**config.mk**
```make
export PLATFORM = sky130hd
export DESIGN_NAME = vga_sprite_engine
export DESIGN_NICKNAME = d
export VERILOG_FILES = /design/src/rtl/vga_sprite_engine.sv
export SDC_FILE = /design/constraint.sdc
export NUM_CORES = 1
export LEC_CHECK = 0
export CORE_UTILIZATION = 45
export DETAILED_ROUTE_END_ITERATION = 8
export GPL_ROUTABILITY_DRIVEN = 0
export PLACE_DENSITY = 0.67
export SLEW_MARGIN = 15
export SYNTH_ARGS = -nofsm -noshare
export SYNTH_HDL_FRONTEND = slang
export SYNTH_SLANG_ARGS = --single-unit
```
**constraint.sdc**
```tcl
create_clock -name clk -period 4.2 [get_ports clk]
set_clock_uncertainty 0.15 [all_clocks]
set_input_delay 0.84 -clock clk [delete_from_list [all_inputs] [get_ports clk]]
set_output_delay 0.84 -clock clk [all_outputs]
set_load 0.02 [all_outputs]
```
**src/rtl/vga_sprite_engine.sv**
```systemverilog
// VGA timing generator with one rectangular sprite. Sprite position is taken from a
// host strobe (manual) or bounced around the screen (bounce), updating only at frame_tick.
module vga_sprite_engine #(
  parameter int          CLK_DIV      = 2,
  parameter int          H_ACTIVE     = 640,
  parameter int          H_FP         = 16,
  parameter int          H_SYNC       = 96,
  parameter int          H_BP         = 48,
  parameter int          V_ACTIVE     = 480,
  parameter int          V_FP         = 10,
  parameter int          V_SYNC       = 2,
  parameter int          V_BP         = 33,
  parameter int          SPRITE_W     = 32,
  parameter int          SPRITE_H     = 32,
  parameter int          STEP         = 1,
  parameter logic [23:0] SPRITE_COLOR = 24'hFF0000,
  parameter logic [23:0] BG_COLOR     = 24'h0000FF
) (
  input  logic       clk,
  input  logic       reset,
  input  logic       mode,
  input  logic       pos_load,
  input  logic [9:0] pos_x_in,
  input  logic [9:0] pos_y_in,
  output logic       vga_hs,
  output logic       vga_vs,
  output logic       vga_blank_n,
  output logic [7:0] red,
  output logic [7:0] green,
  output logic [7:0] blue,
  output logic       clockVGA,
  output logic       frame_tick,
  output logic [9:0] sprite_x,
  output logic [9:0] sprite_y
);

  localparam int H_TOTAL = H_ACTIVE + H_FP + H_SYNC + H_BP;
  localparam int V_TOTAL = V_ACTIVE + V_FP + V_SYNC + V_BP;
  localparam int DIV_W   = $clog2(CLK_DIV);
  localparam int H_W     = $clog2(H_TOTAL);
  localparam int V_W     = $clog2(V_TOTAL);
  localparam int XMAX    = H_ACTIVE - SPRITE_W;
  localparam int YMAX    = V_ACTIVE - SPRITE_H;

  localparam logic [9:0]         XMAX_U = 10'(XMAX);
  localparam logic [9:0]         YMAX_U = 10'(YMAX);
  localparam logic signed [10:0] XMAX_S = 11'(XMAX);
  localparam logic signed [10:0] YMAX_S = 11'(YMAX);
  localparam logic signed [10:0] STEP_S = 11'(STEP);

  logic [DIV_W-1:0] div_cnt_q, div_cnt_d;
  logic [H_W-1:0]   h_cnt_q, h_cnt_d;
  logic [V_W-1:0]   v_cnt_q, v_cnt_d;
  logic             hs_q, hs_d, vs_q, vs_d, blank_n_q, blank_n_d;
  logic [23:0]      rgb_q, rgb_d;
  logic [9:0]       sx_q, sx_d, sy_q, sy_d;
  logic             dx_neg_q, dx_neg_d, dy_neg_q, dy_neg_d;
  logic [9:0]       pend_x_q, pend_x_d, pend_y_q, pend_y_d;
  logic             pending_q, pending_d;

  logic             pix_ce, h_last, v_last, visible, hit;
  logic [11:0]      h12, v12, sx12, sy12;
  logic [9:0]       ld_x, ld_y;
  logic signed [10:0] nx, ny;

  // Pixel clock enable and raster counters
  always_comb begin
    pix_ce    = (div_cnt_q == DIV_W'(CLK_DIV - 1));
    h_last    = (h_cnt_q == H_W'(H_TOTAL - 1));
    v_last    = (v_cnt_q == V_W'(V_TOTAL - 1));
    div_cnt_d = pix_ce ? '0 : div_cnt_q + DIV_W'(1);
    h_cnt_d   = h_cnt_q;
    v_cnt_d   = v_cnt_q;
    if (pix_ce) begin
      if (h_last) begin
        h_cnt_d = '0;
        v_cnt_d = v_last ? '0 : v_cnt_q + V_W'(1);
      end else begin
        h_cnt_d = h_cnt_q + H_W'(1);
      end
    end
  end

  // Pixel decode; all four video outputs are captured together one pixel later
  always_comb begin
    h12     = 12'(h_cnt_q);
    v12     = 12'(v_cnt_q);
    sx12    = {2'b00, sx_q};
    sy12    = {2'b00, sy_q};
    visible = (h12 < 12'(H_ACTIVE)) && (v12 < 12'(V_ACTIVE));
    hit     = visible && (h12 >= sx12) && (h12 < sx12 + 12'(SPRITE_W))
                      && (v12 >= sy12) && (v12 < sy12 + 12'(SPRITE_H));
    hs_d      = hs_q;
    vs_d      = vs_q;
    blank_n_d = blank_n_q;
    rgb_d     = rgb_q;
    if (pix_ce) begin
      hs_d      = !((h12 >= 12'(H_ACTIVE + H_FP)) && (h12 < 12'(H_ACTIVE + H_FP + H_SYNC)));
      vs_d      = !((v12 >= 12'(V_ACTIVE + V_FP)) && (v12 < 12'(V_ACTIVE + V_FP + V_SYNC)));
      blank_n_d = visible;
      rgb_d     = hit ? SPRITE_COLOR : (visible ? BG_COLOR : 24'h000000);
    end
  end

  assign frame_tick = pix_ce && h_last && (v_cnt_q == V_W'(V_ACTIVE - 1));

  // pos_load is a single-cycle strobe with no back-pressure: the request is always
  // accepted, and a newer request overwrites any one not yet applied.
  always_comb begin
    pend_x_d  = pend_x_q;
    pend_y_d  = pend_y_q;
    pending_d = pending_q;
    sx_d      = sx_q;
    sy_d      = sy_q;
    dx_neg_d  = dx_neg_q;
    dy_neg_d  = dy_neg_q;
    ld_x      = pos_load ? pos_x_in : pend_x_q;
    ld_y      = pos_load ? pos_y_in : pend_y_q;
    nx        = $signed({1'b0, sx_q}) + (dx_neg_q ? -STEP_S : STEP_S);
    ny        = $signed({1'b0, sy_q}) + (dy_neg_q ? -STEP_S : STEP_S);
    if (frame_tick && !mode) begin
      if (pos_load || pending_q) begin
        sx_d = (ld_x > XMAX_U) ? XMAX_U : ld_x;
        sy_d = (ld_y > YMAX_U) ? YMAX_U : ld_y;
      end
      pending_d = 1'b0;
    end else begin
      if (frame_tick) begin
        // Bounce: clamp at the edge and reverse; the next step moves away from it
        if (nx > XMAX_S) begin
          sx_d     = XMAX_U;
          dx_neg_d = 1'b1;
        end else if (nx < 11'sd0) begin
          sx_d     = 10'd0;
          dx_neg_d = 1'b0;
        end else begin
          sx_d = nx[9:0];
        end
        if (ny > YMAX_S) begin
          sy_d     = YMAX_U;
          dy_neg_d = 1'b1;
        end else if (ny < 11'sd0) begin
          sy_d     = 10'd0;
          dy_neg_d = 1'b0;
        end else begin
          sy_d = ny[9:0];
        end
      end
      if (pos_load) begin
        pend_x_d  = pos_x_in;
        pend_y_d  = pos_y_in;
        pending_d = 1'b1;
      end
    end
  end

  always_ff @(posedge clk) begin
    if (reset) begin
      div_cnt_q <= '0;
      h_cnt_q   <= '0;
      v_cnt_q   <= '0;
      hs_q      <= 1'b1;
      vs_q      <= 1'b1;
      blank_n_q <= 1'b0;
      rgb_q     <= 24'h000000;
      sx_q      <= 10'd0;
      sy_q      <= 10'd0;
      dx_neg_q  <= 1'b0;
      dy_neg_q  <= 1'b0;
      pend_x_q  <= 10'd0;
      pend_y_q  <= 10'd0;
      pending_q <= 1'b0;
    end else begin
      div_cnt_q <= div_cnt_d;
      h_cnt_q   <= h_cnt_d;
      v_cnt_q   <= v_cnt_d;
      hs_q      <= hs_d;
      vs_q      <= vs_d;
      blank_n_q <= blank_n_d;
      rgb_q     <= rgb_d;
      sx_q      <= sx_d;
      sy_q      <= sy_d;
      dx_neg_q  <= dx_neg_d;
      dy_neg_q  <= dy_neg_d;
      pend_x_q  <= pend_x_d;
      pend_y_q  <= pend_y_d;
      pending_q <= pending_d;
    end
  end

  assign vga_hs      = hs_q;
  assign vga_vs      = vs_q;
  assign vga_blank_n = blank_n_q;
  assign red         = rgb_q[23:16];
  assign green       = rgb_q[15:8];
  assign blue        = rgb_q[7:0];
  assign clockVGA    = (div_cnt_q >= DIV_W'(CLK_DIV / 2));
  assign sprite_x    = sx_q;
  assign sprite_y    = sy_q;

endmodule

```
# After elaboration in Yosys (flattened, before gate mapping)
# Index checks and enable logic that the tools add are counted.
# word_totals
input_bits	24
memories	0
output_inout_bits	49
romBits	0
latch_bits	0
register_bits	91
mem_bits_rw	0
elab_cells	90
# op_classes
addsub	7
reduce_logical	23
eq_ne	4
n_mul	0
order_cmp	17
shifts	0
n_bitwise	1
div	0
n_mux	24
# op_table
operator	count
$mux 10	16
$mux 24	1
$add 10x6->11 const B	2
$add 11x11->11	2
$lt 10x11->1	2
$lt 11x1->1 const B	2
$mux 11	2
$add 10x1->10 const B	2
$eq 10x10->1 const B	2
$ge 10x10->1	2
$lt 10x10->1 const B	2
$lt 10x9->1 const B	2
$gt 11x10->1 const B	1
$gt 11x11->1 const B	1
$eq 10x9->1 const B	1
$ge 10x10->1 const B	1
$ge 10x9->1 const B	1
$gt 10x10->1 const B	1
$gt 10x9->1 const B	1
$logic_and 1x1->1	10
$mux 8	1
$reduce_and 3->1	2
$reduce_bool 2->1	3
$mux 1	4
other kinds (8)	12

# Depth between registers and ports, before layout
# logic_depth
word_depth	7
ltp_mapped	10
depth_no_buf	10

# Worst setup path before layout
# Ideal clock, no wire load.
# synth_timing
path_type	register to register
start	reg sx_q[0] (netlist: sprite_x[0])
end	reg sx_q[2] (netlist: sprite_x[2])
required_time_ns	3.975
t_arrival_ns	2.762
slack_ns	1.213
synth_period_minus_slack_ns	2.987
stages_incl_launch_ff	9
cell_sequence	dfxtp_1 fa_1 a211oi_1 o21ai_0 o31ai_1 mux2i_1 nand2_1 or4_1 o22ai_1
# synth_between
elab_chain_cells	6
# synth_lines
element	line_no	rtl
start: declaration	56	logic [9:0] sx_q, sx_d, sy_q, sy_d;
start signal: assignment	166	sx_q <= 10'd0;
start signal: assignment	181	sx_q <= sx_d;
$add 11x11->11 *	119	nx = $signed({1'b0, sx_q}) + (dx_neg_q ? -STEP_S : STEP_S);
$lt 11x1->1	133	end else if (nx < 11'sd0) begin
$mux 10	133	
$mux 10 *	130	if (nx > XMAX_S) begin
$mux 10 *	128	if (frame_tick) begin
$mux 10 *	121	if (frame_tick && !mode) begin
# Mark *: on every way between the ends. The rest lies on a longest branch, timed or not. The select of a mux whose other input is x is not followed.
# A chain may end at the register's enable or synchronous reset.

# Final worst setup path
# layout_timing
start	reg h_cnt_q[1]
end	out frame_tick
# layout_between
elab_chain_cells	3
# layout_lines
element	line_no	rtl
start: declaration	52	logic [H_W-1:0] h_cnt_q, h_cnt_d;
start signal: assignment	175	h_cnt_q <= h_cnt_d;
$eq 10x10->1	69	h_last = (h_cnt_q == H_W'(H_TOTAL - 1));
$logic_and 1x1->1 (2 in a row)	105	assign frame_tick = pix_ce && h_last && (v_cnt_q == V_W'(V_ACTIVE - 1));
end: declaration	32	output logic frame_tick,
# No other way between the ends.

==> metrics.yaml <==
run_status:
  status: "finished, final reports clean"
yosys:
  yosys-top-cells-count: "nor2_1 (78), dfxtp_1 (69), ha_1 (56)"
  synth_ff_type: "dfxtp_1"
  synthCells: 675
  netlist_top_cells_area: "dfxtp_1 (25%), ha_1 (13%), mux2i_1 (5.4%)"
  yosys.area.top_type: "dfxtp_1"
  yosysMostFrequentCell: "nor2_1"
  yosys.area.top_type_share: 0.249
  synth-seq-area-share: 0.249
  synth_area_per_cell_sq_um: 8.21
  async_reset_ff_frac: 0
  ys_ff_latch: 69
  yosysUniqueCellTypes: 73
  synth_warnings: 0
  synth_area_sq_um: 5540
  synth_edf_count: 0
pwr:
  power_leakage_nw: 2.56
  peakVddDrop_uv: 278
  power_density_nw_per_um2: 245
critical_path:
  r2r_start: "dx_neg_q$_SDFFE_PP0P_"
  end_kind: "output port"
  arrival_ns: 2.77
  r2r-end: "sprite_x[2]$_SDFFE_PP0P_"
  crit_path_top_delay_cell: "clkdlybuf4s50_1"
  crit_fanout: 7
  slowest_delay_ns: 0.60
  cp_cell_sequence: "ha_1, and4_1, and2_1, and3_1, and3_1, and2_1, clkdlybuf4s50_1"
  crit_type: "reg -> out"
  startpoint_type: "flop"
  r2r_slack_ns: 0.82
  reg2reg_depth: 8
  cp.required_ns: 3.21
grt:
  track_usage: 0.226
  grt_pass1_vias: 4834
  grt_max_degree: 39
  grt-ovfl-total: 0
  grt_pass1_wl_microns: 23300
  antenna_found_initial: 0
drt:
  highest_layer: "met4"
  dr_wl_met3_microns: 586
  drc_errors: 0
  finalWirelength_microns: 13700
  ant_nets: 0
  dr.pass1.iters: 5
  drt-met1-wl_microns: 6550
  met2RoutedLength_microns: 6360
  num_vias: 5059
  via_per_inst: 5.82
  wire_per_inst_microns: 15.8
  drt_iter0_markers: 355
placed_design:
  dp_cells: 854
  portBuffers: 64
  hpwlAfterDp_microns: 10400
  place_ws_ns: 0.689
timing:
  max_freq_mhz: 266
  period_minus_slack_ns: 3.76
  setup_tns_ns: 0
  drv_slew: 0
  worst_slack_ns: 0.438
  rsz0062_at_grt: "no"
  worstMarginPinSlew_ns: 0.697
  finalHoldViolations: 0
  finalSetupViolCount: 0
  slew_headroom: 0.524
  final.period_utilization: 0.896
floorplanning:
  initial_core_util: 0.462
  row_count: 40
  ios: 73
  die_w_microns: 113
  core_area_sq_um: 12000
  die_area_sq_um: 12800
  die_y_microns: 113
cts:
  clk_pin_slew_ns: 0.06
  cts_buffers: 9
  ctsResizeCount: 0
  htree_levels: 3
  clock-sinks: 69
  clkLatencyLatePin_ns: 0.34
  cts_setup_buffers: 0
  cts_hold_buf: 0
  clockBufferDepth: 2
  cts_tree: "done"
  cts-root-buf: "clkbuf_16"
cells_and_area:
  diodes: 0
  syn_to_final_growth_pct: 16.2
  final_cells: 869
  drive_above_1_share: 0.0609
  fill_cells: 1136
  layout.nets: 800
min_path:
  min_path_cells: 2
  hold_end: "pend_x_q[9]$_SDFFE_PP0N_"
  hold_class: "reg -> reg"
  hold_start: "pend_x_q[9]$_SDFFE_PP0N_"
run:
  maxCapViolations: 0
## kinds of logic after synthesis
logic type | Yosys count | synth area share
and+or+nand+nor | 234 | 0.220
AOI/OAI and AO/OA | 156 | 0.194
buffers and inverters | 82 | 0.0742
DFF | 69 | 0.249
adders and majority gates | 58 | 0.134
xor gates and xnor gates | 39 | 0.0616
muxes | 36 | 0.0664
other | 1 | 0.000676
## layer usage
metal  track usage  vias to the layer above
met1         0.300                     2384
met3        0.0359                       17
met4        0.0746                        0
met5             0                        -
li1              -                     2524
met2         0.374                      134
## report_power, final
group	internal, mW	switching [mW]	leakage, nW
sequential	0.672	0.0135	0.561
combinational	0.0740	0.0840	1.86
clock	0.453	0.285	0.138
## metrics by stage
step | hold WS, ns | power (mW) | utilization | cell area, sq um
after floorplan | 0.279 | 0.808 | - | 5570
after global placement | 0.291 | 0.854 | 0.513 | 6160
after detailed placement | 0.299 | 0.857 | 0.513 | 6160
after CTS | 0.306 | 1.60 | 0.536 | 6440
after global routing | 0.326 | 1.64 | 0.536 | 6440
final | 0.313 | 1.58 | 0.536 | 6440
## state kept, by name, indices dropped and copies added (netlist names), 2 cells and up
register	count
pend_y_q	10
h_cnt_q	10
pend_x_q	10
sprite_x	10
v_cnt_q	10
sprite_y	10
rgb_q	2
## worst max path at each step
stage / endpoint / start
2_1_floorplan: sprite_x[2]$_SDFFE_PP0P_ / sprite_x[0]$_SDFFE_PP0P_
3_5_place_dp: sprite_y[8]$_SDFFE_PP0P_ / mode
4_1_cts: frame_tick / h_cnt_q[1]$_SDFFE_PP0P_
3_3_place_gp: sprite_y[8]$_SDFFE_PP0P_ / mode
6_report: frame_tick / h_cnt_q[1]$_SDFFE_PP0P_
5_1_grt: frame_tick / h_cnt_q[1]$_SDFFE_PP0P_
## cells in the final DEF (no fill, tap or decap), drive strengths merged, types with 3 or more instances in the layout
master and instances:
a2111oi 5, o21bai 4, clkinv 3, mux2 6
o22ai 8, and4 3, a21oi 39, nor4 8
xnor2 21, nor2b 4, nand4 15, clkdlybuf4s50 63
o21ai 25, or4 5, mux2i 30, conb 8
o31ai 5, a211o 6, o211ai 9, a21o 6
xor2 18, o21a 6, dfxtp 69, or3 10
nand2 37, a31oi 5, buf 7, inv 37
a211oi 17, nor3b 3, clkbuf 10, a22o 3
nand2b 7, and2 6, nor2 79, nand3b 3
nor3 22, ha 56, nand3 19, and3 8
## worst max-delay path: cells and delay by family, from the launching register on
family / cells / cell delay, ns
buf+inv: 1 / 0.60
flops: 1 / 0.40
fa+ha+maj: 1 / 0.20
simple gates: 5 / 1.23
## area by class of cell
| cell class | instances | area [sq um] | area share |
|---|---|---|---|
| Multi-Input combinational cell | 531 | 3780 | 0.586 |
| Sequential cell | 69 | 1380 | 0.214 |
| Inverter | 37 | 139 | 0.0216 |
| Clock buffer | 10 | 229 | 0.0355 |
| Timing Repair Buffer | 70 | 681 | 0.106 |
| Tap cell | 147 | 184 | 0.0285 |
| Clock inverter | 5 | 52.6 | 0.00816 |
(Power assumes the default switching activity.)
